File: src/rtl/xm23_pkg.sv
// Shared definitions for the branch predictor: opcode fields, the FIFO
// entry layout and sign-extension helpers for the branch offsets.
package xm23_pkg;

    localparam logic [2:0] OP_BL  = 3'b000;
    localparam logic [2:0] OP_BCC = 3'b001;
    localparam logic [2:0] CC_BRA = 3'b111;

    typedef struct packed {
        logic        pred_taken;
        logic [15:0] alt_pc;
    } br_entry_t;

    function automatic logic [15:0] sext10(input logic [9:0] v);
        return {{6{v[9]}}, v};
    endfunction

    function automatic logic [15:0] sext13(input logic [12:0] v);
        return {{3{v[12]}}, v};
    endfunction

endpackage

File: src/rtl/branch_predictor_if.sv
// Fetch/decode/resolve signal bundle between the pipeline and the predictor.
interface branch_predictor_if #(
    parameter int CNT_W = 2
);
    logic [15:0]      true_PC;
    logic [15:0]      instr_in;
    logic             fetch_valid;
    logic [7:0]       stall_in;
    logic             decode_disable;
    logic             resolve_valid;
    logic             resolve_taken;
    logic [15:0]      PC_next;
    logic [15:0]      LBPC;
    logic             branch_fail;
    logic             stall_req;
    logic [CNT_W-1:0] pending;

    modport master (
        output true_PC, instr_in, fetch_valid, stall_in, decode_disable,
               resolve_valid, resolve_taken,
        input  PC_next, LBPC, branch_fail, stall_req, pending
    );

    modport slave (
        input  true_PC, instr_in, fetch_valid, stall_in, decode_disable,
               resolve_valid, resolve_taken,
        output PC_next, LBPC, branch_fail, stall_req, pending
    );
endinterface

File: src/rtl/br_fifo.sv
// FIFO of unresolved conditional branches. Occupancy comes from a counter,
// so full/empty never depend on pointer equality. Flush beats push/pop.
module br_fifo
    import xm23_pkg::*;
#(
    parameter int DEPTH = 2,
    parameter int CNT_W = $clog2(DEPTH + 1)
) (
    input  logic             clk,
    input  logic             rst_n,
    input  logic             push,
    input  logic             pop,
    input  logic             flush,
    input  br_entry_t        wr_data,
    output br_entry_t        head,
    output logic [CNT_W-1:0] count,
    output logic             full,
    output logic             empty
);
    localparam int PTR_W = (DEPTH > 1) ? $clog2(DEPTH) : 1;

    br_entry_t        mem [DEPTH];
    logic [PTR_W-1:0] wr_ptr;
    logic [PTR_W-1:0] rd_ptr;

    // Pointer and occupancy bookkeeping; pointers wrap naturally at DEPTH.
    always_ff @(posedge clk or negedge rst_n) begin
        if (!rst_n) begin
            wr_ptr <= '0;
            rd_ptr <= '0;
            count  <= '0;
        end else if (flush) begin
            wr_ptr <= '0;
            rd_ptr <= '0;
            count  <= '0;
        end else begin
            if (push) wr_ptr <= wr_ptr + PTR_W'(1);
            if (pop)  rd_ptr <= rd_ptr + PTR_W'(1);
            case ({push, pop})
                2'b10:   count <= count + CNT_W'(1);
                2'b01:   count <= count - CNT_W'(1);
                default: count <= count;
            endcase
        end
    end

    // Entry storage; contents beyond the occupancy are don't-care.
    always_ff @(posedge clk) begin
        if (push && !flush) mem[wr_ptr] <= wr_data;
    end

    assign head  = mem[rd_ptr];
    assign full  = (count == CNT_W'(DEPTH));
    assign empty = (count == '0);

endmodule

File: src/rtl/branch_predictor.sv
// Fast-decode next-PC generator: BL/BRA always taken, conditional branches
// predicted backward-taken/forward-not-taken and queued until resolved.
module branch_predictor
    import xm23_pkg::*;
#(
    parameter int DEPTH = 2,
    parameter int CNT_W = $clog2(DEPTH + 1)
) (
    input  logic                clk,
    input  logic                rst_n,
    branch_predictor_if.slave   bus
);
    logic [15:0] seq;
    logic [15:0] target;
    logic        is_bl;
    logic        is_bcc;
    logic        is_bra;
    logic        conditional;
    logic        pred_taken;
    logic        pop_valid;
    logic        mismatch;
    logic        full_eff;
    logic        push_ok;
    logic        push;

    br_entry_t        wr_data;
    br_entry_t        head;
    logic [CNT_W-1:0] count;
    logic             full;
    logic             empty;

    // Instruction decode and next-PC prediction.
    always_comb begin
        seq         = bus.true_PC + 16'd2;
        is_bl       = bus.fetch_valid && (bus.instr_in[15:13] == OP_BL);
        is_bcc      = bus.fetch_valid && (bus.instr_in[15:13] == OP_BCC);
        is_bra      = is_bcc && (bus.instr_in[12:10] == CC_BRA);
        conditional = is_bcc && !is_bra;
        target      = is_bl ? seq + (sext13(bus.instr_in[12:0]) << 1)
                            : seq + (sext10(bus.instr_in[9:0]) << 1);
        pred_taken  = is_bl || is_bra || (conditional && bus.instr_in[9]);
        wr_data.pred_taken = pred_taken;
        wr_data.alt_pc     = pred_taken ? seq : target;
    end

    // Resolve/push arbitration: any pop frees a slot this cycle, and a
    // mismatch flush drops a simultaneous push.
    always_comb begin
        pop_valid     = bus.resolve_valid && !empty;
        mismatch      = pop_valid && (bus.resolve_taken != head.pred_taken);
        full_eff      = full && !pop_valid;
        push_ok       = conditional && (bus.stall_in == '0) && !bus.decode_disable
                        && !bus.branch_fail && !full_eff;
        push          = push_ok && !mismatch;
        bus.stall_req = conditional && full_eff && !bus.decode_disable;
        if (bus.stall_req)
            bus.PC_next = bus.true_PC;
        else if (pred_taken)
            bus.PC_next = target;
        else
            bus.PC_next = seq;
    end

    // One-cycle mispredict pulse with the recovery address of the popped head.
    always_ff @(posedge clk or negedge rst_n) begin
        if (!rst_n) begin
            bus.branch_fail <= 1'b0;
            bus.LBPC        <= '0;
        end else begin
            bus.branch_fail <= mismatch;
            if (mismatch) bus.LBPC <= head.alt_pc;
        end
    end

    br_fifo #(
        .DEPTH (DEPTH),
        .CNT_W (CNT_W)
    ) u_fifo (
        .clk     (clk),
        .rst_n   (rst_n),
        .push    (push),
        .pop     (pop_valid),
        .flush   (mismatch),
        .wr_data (wr_data),
        .head    (head),
        .count   (count),
        .full    (full),
        .empty   (empty)
    );

    assign bus.pending = count;

endmodule

File: src/flat_wrapper.sv
// flat-port wrapper written by rule: the top's interface ports become plain ports
module branch_predictor_flat import xm23_pkg::*;
#(
    parameter int DEPTH = 2,
    parameter int CNT_W = $clog2(DEPTH + 1)
)
  (clk, rst_n, bus_true_PC, bus_instr_in, bus_fetch_valid, bus_stall_in, bus_decode_disable, bus_resolve_valid, bus_resolve_taken, bus_PC_next, bus_LBPC, bus_branch_fail, bus_stall_req, bus_pending);
  branch_predictor_if #(.CNT_W(CNT_W)) bus_i ();
  input  logic clk;
  input  logic rst_n;
  input wire logic [$bits(bus_i.true_PC)-1:0] bus_true_PC;
  input wire logic [$bits(bus_i.instr_in)-1:0] bus_instr_in;
  input wire logic [$bits(bus_i.fetch_valid)-1:0] bus_fetch_valid;
  input wire logic [$bits(bus_i.stall_in)-1:0] bus_stall_in;
  input wire logic [$bits(bus_i.decode_disable)-1:0] bus_decode_disable;
  input wire logic [$bits(bus_i.resolve_valid)-1:0] bus_resolve_valid;
  input wire logic [$bits(bus_i.resolve_taken)-1:0] bus_resolve_taken;
  output wire logic [$bits(bus_i.PC_next)-1:0] bus_PC_next;
  output wire logic [$bits(bus_i.LBPC)-1:0] bus_LBPC;
  output wire logic [$bits(bus_i.branch_fail)-1:0] bus_branch_fail;
  output wire logic [$bits(bus_i.stall_req)-1:0] bus_stall_req;
  output wire logic [$bits(bus_i.pending)-1:0] bus_pending;
  assign bus_i.true_PC = bus_true_PC;
  assign bus_i.instr_in = bus_instr_in;
  assign bus_i.fetch_valid = bus_fetch_valid;
  assign bus_i.stall_in = bus_stall_in;
  assign bus_i.decode_disable = bus_decode_disable;
  assign bus_i.resolve_valid = bus_resolve_valid;
  assign bus_i.resolve_taken = bus_resolve_taken;
  assign bus_PC_next = bus_i.PC_next;
  assign bus_LBPC = bus_i.LBPC;
  assign bus_branch_fail = bus_i.branch_fail;
  assign bus_stall_req = bus_i.stall_req;
  assign bus_pending = bus_i.pending;
  branch_predictor #(.DEPTH(DEPTH), .CNT_W(CNT_W)) u_core (.clk(clk), .rst_n(rst_n), .bus(bus_i));
endmodule
File: config.mk
export PLATFORM = sky130hd
export DESIGN_NAME = branch_predictor_flat
export DESIGN_NICKNAME = d
export VERILOG_FILES = /design/src/rtl/xm23_pkg.sv /design/src/rtl/branch_predictor_if.sv /design/src/rtl/br_fifo.sv /design/src/rtl/branch_predictor.sv /design/src/flat_wrapper.sv
export SDC_FILE = /design/constraint.sdc
export NUM_CORES = 1
export LEC_CHECK = 0
export CORE_AREA = 10 10 122 124
export CTS_CLUSTER_SIZE = 20
export DETAILED_ROUTE_END_ITERATION = 12
export DIE_AREA = 0 0 132 134
export PLACE_DENSITY_LB_ADDON = 0.3
export SYNTH_ARGS = -nofsm -noshare
export SYNTH_HDL_FRONTEND = slang
export SYNTH_SLANG_ARGS = --single-unit
File: constraint.sdc
create_clock -name clk -period 8.6 [get_ports clk]
set_input_delay 1.72 -clock clk [delete_from_list [all_inputs] [get_ports clk]]
set_output_delay 1.72 -clock clk [all_outputs]
set_load 0.005 [all_outputs]
# After elaboration in Yosys (flattened, before gate mapping)
# Memory sizes are Yosys's and may differ from the RTL's.
# Index checks and enable logic that the tools add are counted.
# totals
reg_bits	21
mem_bits_rw	34
input_bits	46
output_inout_bits	36
n_memories	1
# classes
n_addsub	7
n_eq_ne	6
mux	12
n_reduce_logical	31
# mem_list
name	words	width	rd	rd_ports_with_merged_regs	wr	line_no	rtl
u_core.u_fifo.mem	2	17	1	0	1	br_fifo.sv:22	br_entry_t mem [DEPTH];
# ops
cell	count
2-to-1 mux 16 bit	4
adder 16 bit	2
adder 16 x 2 -> 16 bit (second input constant)	1
logical AND 1 bit	16
logical NOT 8 bit	1
logical NOT 1 bit	7
2-to-1 mux 1 bit	6
== test 2 bit (second input constant)	2
case mux 2 bit (2 select lines)	1
nonzero test 2 bit	2
== test 3 x 1 -> 1 bit (second input constant)	1
== test 3 bit (second input constant)	1
logical NOT 3 bit	1
nonzero test 3 bit	1
adder 1 bit (second input constant)	2
adder 2 x 1 -> 2 bit (second input constant)	1
== test 2 x 1 -> 1 bit (second input constant)	1
logical NOT 2 bit	1
logical OR 1 bit	2
2-to-1 mux 2 bit	1
subtractor 2 x 1 -> 2 bit (second input constant)	1
inequality test 1 bit	1

# Logic depth before layout (Yosys ltp)
# Gate-level depths: netlist of run 1.
# depth
ltp_word	13
mapped_depth	12
depth_no_buf	12

# Modules after synthesis
# Synthesis of run 1 repeated with hierarchy kept, for this count alone.
# hier_totals
cells_unflattened	357
area_unflattened_um2	3648.5
# modules_own_cells
module	instances	cells_each	area_per_inst_um2	seq_area_each_um2
branch_predictor	1	283	2160.8	425.4
br_fifo	1	74	1487.7	1121.1

# Least setup slack after synthesis of run 1
# No wires, ideal clock.
# synth_timing
kind	input to output
startpoint	in bus_instr_in[14]
endpoint	out bus_PC_next[15]
t_arrival_ps	4284
setup_slack_ps	2596
cell_stages	11
path_buffers	0
path_cell_list	or3b_2 -> o21ai_0 -> nand2_1 -> ha_1 -> a21o_1 -> a211oi_1 -> nor2_1 -> and3_4 -> a311o_1 -> o31a_1 -> o31ai_1
# synth_between
elab_chain_cells	9
elab_cells_between_ends	15
# synth_lines
item	line_no	rtl
from (decl)	flat_wrapper.sv:12	input wire logic [$bits(bus_i.instr_in)-1:0] bus_instr_in;
== test 3 x 1 -> 1 bit	branch_predictor.sv:36	is_bcc = bus.fetch_valid && (bus.instr_in[15:13] == OP_BCC);
logical AND 1 bit	branch_predictor.sv:36	
logical AND 1 bit	branch_predictor.sv:37	is_bra = is_bcc && (bus.instr_in[12:10] == CC_BRA);
logical NOT 1 bit	branch_predictor.sv:38	conditional = is_bcc && !is_bra;
logical AND 1 bit	branch_predictor.sv:38	
logical AND 1 bit	branch_predictor.sv:41	pred_taken = is_bl || is_bra || (conditional && bus.instr_in[9]);
logical OR 1 bit	branch_predictor.sv:41	
2-to-1 mux 16 bit	branch_predictor.sv:58	else if (pred_taken)
2-to-1 mux 16 bit *	branch_predictor.sv:56	if (bus.stall_req)
to (decl)	flat_wrapper.sv:18	output wire logic [$bits(bus_i.PC_next)-1:0] bus_PC_next;
# Mark *: on every way between the ends. The rest lies on a longest branch, timed or not.

# Worst setup path in the final report of run 1
# layout_timing
startpoint	in bus_true_PC[3]
endpoint	out bus_PC_next[15]
# layout_between
elab_chain_cells	5
elab_cells_between_ends	6
# layout_lines
item	line_no	rtl
from (decl)	flat_wrapper.sv:11	input wire logic [$bits(bus_i.true_PC)-1:0] bus_true_PC;
adder 16 x 2 -> 16 bit *	branch_predictor.sv:34	seq = bus.true_PC + 16'd2;
adder 16 bit, on equally long branches	branch_predictor.sv:40, branch_predictor.sv:39	
2-to-1 mux 16 bit	branch_predictor.sv:39	target = is_bl ? seq + (sext13(bus.instr_in[12:0]) << 1)
2-to-1 mux 16 bit *	branch_predictor.sv:58	
2-to-1 mux 16 bit *	branch_predictor.sv:56	
# Marks and branches as above.

==> results of run 1 <==
[per-stage QoR]
stage	std cells	cell area [sq um]	total power [uW]
floorplan	387	3640	545.0
global placement	625	4609	709.9
detailed placement	625	4609	717.9
CTS	633	4757	918.0
global route	633	4757	968.2
finish	633	4757	904.8
[cells by family (layout without fill, tap and decap cells)]
group	Yosys count	count (layout)	share of synthesized area, %
and+or+nand+nor	139	139	17.98
buffers and inverters	26	100	2.853
muxes	24	24	6.841
xor gates and xnor gates	26	26	6.463
adders and majority gates	19	19	6.738
AOI/OAI and AO/OA	98	98	16.64
DFF	55	55	42.49
[critical path, stage by stage]
cell,delay (ns)
clkdlybuf4s50_1,0.59
and4_1,0.31
and3_1,0.30
nand3_1,0.13
xnor2_1,0.25
ha_1,0.34
a21o_1,0.21
a211oi_1,0.22
nor2_1,0.12
and3_4,0.16
a311o_1,0.33
o31a_1,0.30
o31ai_1,0.19
clkdlybuf4s50_1,0.55
[path summary, 6_finish.rpt]
| kind | startpoint | end | slack [ns] | cells after the start |
|---|---|---|---|---|
| worst max-delay path | bus_true_PC[3] | bus_PC_next[15] | 1.15 | 14 |
| worst min-delay path | u_core.bus.LBPC[10]$_DFFE_PN0P_ | u_core.bus.LBPC[10]$_DFFE_PN0P_ | 0.48 | 2 |
| worst max register to register | u_core.u_fifo.rd_ptr$_DFFE_PN0P_ | u_core.u_fifo.mem[0][10]$_DFFE_PP_ | 5.26 | 5 |
| worst min register to register | u_core.bus.LBPC[10]$_DFFE_PN0P_ | u_core.bus.LBPC[10]$_DFFE_PN0P_ | 0.48 | 2 |
| max in group asynchronous | rst_n | u_core.bus.LBPC[14]$_DFFE_PN0P_ | 6.06 | 1 |
| min in group asynchronous | rst_n | u_core.bus.LBPC[10]$_DFFE_PN0P_ | 1.97 | 1 |
[power breakdown]
part           total, uW  leakage [uW]  internal [uW]  switching (uW)
combinational        332       0.00121            186             146
sequential           373      0.000571            331            42.4
clock                199     0.0000739            116            83.8
[cell usage in the layout, fill, tap and decap left out, types with 3 or more instances in the layout]
cell type,netlist,routed
inv_1,10,10
mux2i_1,20,20
xor2_1,7,7
ha_1,18,18
dfrtp_1,21,21
a21oi_1,21,21
xnor2_1,18,18
nand2_1,53,53
o21a_1,5,5
o31a_1,3,3
clkdlybuf4s50_1,0,81
clkbuf_16,0,5
nor3_1,7,7
a21o_1,7,7
nor4_1,4,4
mux2_2,3,3
nand4_1,4,4
o21ai_0,38,38
edfxtp_1,34,34
and3_1,6,6
nor2_1,36,35
nand3_1,14,14
a31oi_1,5,5
[metal layers]
metal | global-route usage (%) | wire length, um
met5 | 0 | 0
met1 | 14.18 | 4506
met3 | 2.726 | 556
met2 | 17.44 | 4603
met4 | 2.658 | 122
[sequential cells by signal (all words and copies together) (netlist names)]
register                count
u_core.u_fifo.count         2
u_core.u_fifo.rd_ptr        1
u_core.bus.branch_fail      1
u_core.u_fifo.mem          34
u_core.u_fifo.wr_ptr        1
u_core.bus.LBPC            16
[layout make-up]
| class | instances | area share [%] |
|---|---|---|
| clock buffer | 7 | 2.998 |
| clock inverter | 1 | 0.1052 |
| inverter | 10 | 0.7891 |
| multi-input combinational | 306 | 41.87 |
| sequential | 55 | 32.51 |
| tap | 172 | 4.524 |
| timing repair buffer | 82 | 17.20 |
==> results.yml, run 1 <==
outcome:
  status: "completed"
worst_setup_path:
  cp.arrival_ns: 5.73
  start_kind: "input port"
  crit_fanout: 7
  crit_required_ns: 6.88
  crit_path_end_kind: "primary output"
  worstSetupPathType: "in -> out"
timing:
  period_share_pct: 86.63
  slew_viol_final: 0
  setup_viol: 0
  finalHoldViolCount: 0
  holdWs_ns: 0.4801
  period_minus_slack_ns: 7.450
  clock-skew-final_ns: 0.008538
  tightestPinTransition_ns: 0.9844
  setup_tns_ns: 0
  max_freq_mhz: 134.2
  layout_setup_ws_ns: 1.150
  rsz0062_at_grt: "false"
  max_slew_margin_pct: 34.38
routing:
  firstDrtPassIters: 4
  ant_nets: 0
  routed_wl_mm: 9.788
  vias_per_cell: 4.790
  vias: 3032
  drc: 0
  wl_per_cell_um: 15.46
  drtIter0Drc: 204
logic_synthesis:
  synthArstFlopShare_pct: 38.18
  synth_top_cell_by_area: "edfxtp_1"
  synth_cells: 387
  synthTopCellsByArea: "edfxtp_1, dfrtp_1, ha_1, mux2i_1, nand2_1"
  ys_warn_count: 0
  synth_edf_count: 34
  synth_area_sq_um: 3640
  seq_area_frac_synth_pct: 42.49
  syn_nets: 452
  synth_seq_cells: 55
  post-synth-top-count-cell: "nand2_1"
  yosysTopAreaCellShare_pct: 28.05
  ys_types: 52
  synth_commonest_cells: "nand2_1, o21ai_0, nor2_1"
  synth_ff_type: "edfxtp_1"
  synth.avg_cell_area_sq_um: 9.405
clocking:
  cts-root-buf: "clkbuf_16"
  cts_buffers: 5
  cts_tree: "built"
  h-tree-depth: 2
  cts_setup_buffers: 0
  hold_buffers: 0
  cts_resized: 0
  clk_path_buf_depth: 2
  insertion_delay_ns: 0.28
  clkTransAtPathRegs_ns: 0.07
  clock_sink_count: 55
placed_design:
  place_congestion: 0.9328
  place_ws_ns: 1.179
  dp_hpwl_mm: 7.761
  portBuffers: 81
global_route:
  grt_overflow: 0
  grt_pass1_vias: 2970
  grt_usage_pct: 10.83
  grt_max_degree: 36
  grt_pass1_wl_mm: 15.88
  antenna_found_initial: 0
die:
  num_rows: 41
  ios: 82
  die_w_um: 132
  initial_core_util_pct: 29.20
  coreArea_sq_um: 12470
  fp.dieH_um: 134
  die_area_sq_um: 17690
final_layout:
  synthToLayoutAreaGrowth_pct: 30.70
  multiInputGateArea_sq_um: 1992
  final_nets: 525
  regArea_sq_um: 1546
  antenna_cells: 0
  fin_util_pct: 38.16
  fillCellCount: 1265
  drive_gt1_share_pct: 5.206
run:
  max-cap-violations: 0
power_and_ir_drop:
  power.leakage_uw: 0.001851
  p_per_area_nw_per_um2: 190.2
  peakVddDrop_mv: 0.09749
min_path:
  min_path_type: "reg -> reg"
No activity file was read; power rests on OpenSTA's default activity.
==> run 2: changes to the inputs <==
--- a/config.mk
+++ b/config.mk
@@ -6,6 +6,7 @@
 export NUM_CORES = 1
 export LEC_CHECK = 0
 export CORE_AREA = 10 10 122 124
+export CTS_CLUSTER_DIAMETER = 40
 export CTS_CLUSTER_SIZE = 20
 export DETAILED_ROUTE_END_ITERATION = 12
 export DIE_AREA = 0 0 132 134
==> results of run 2 <==
Final layout, timing and power as in run 1 (identical DEF).
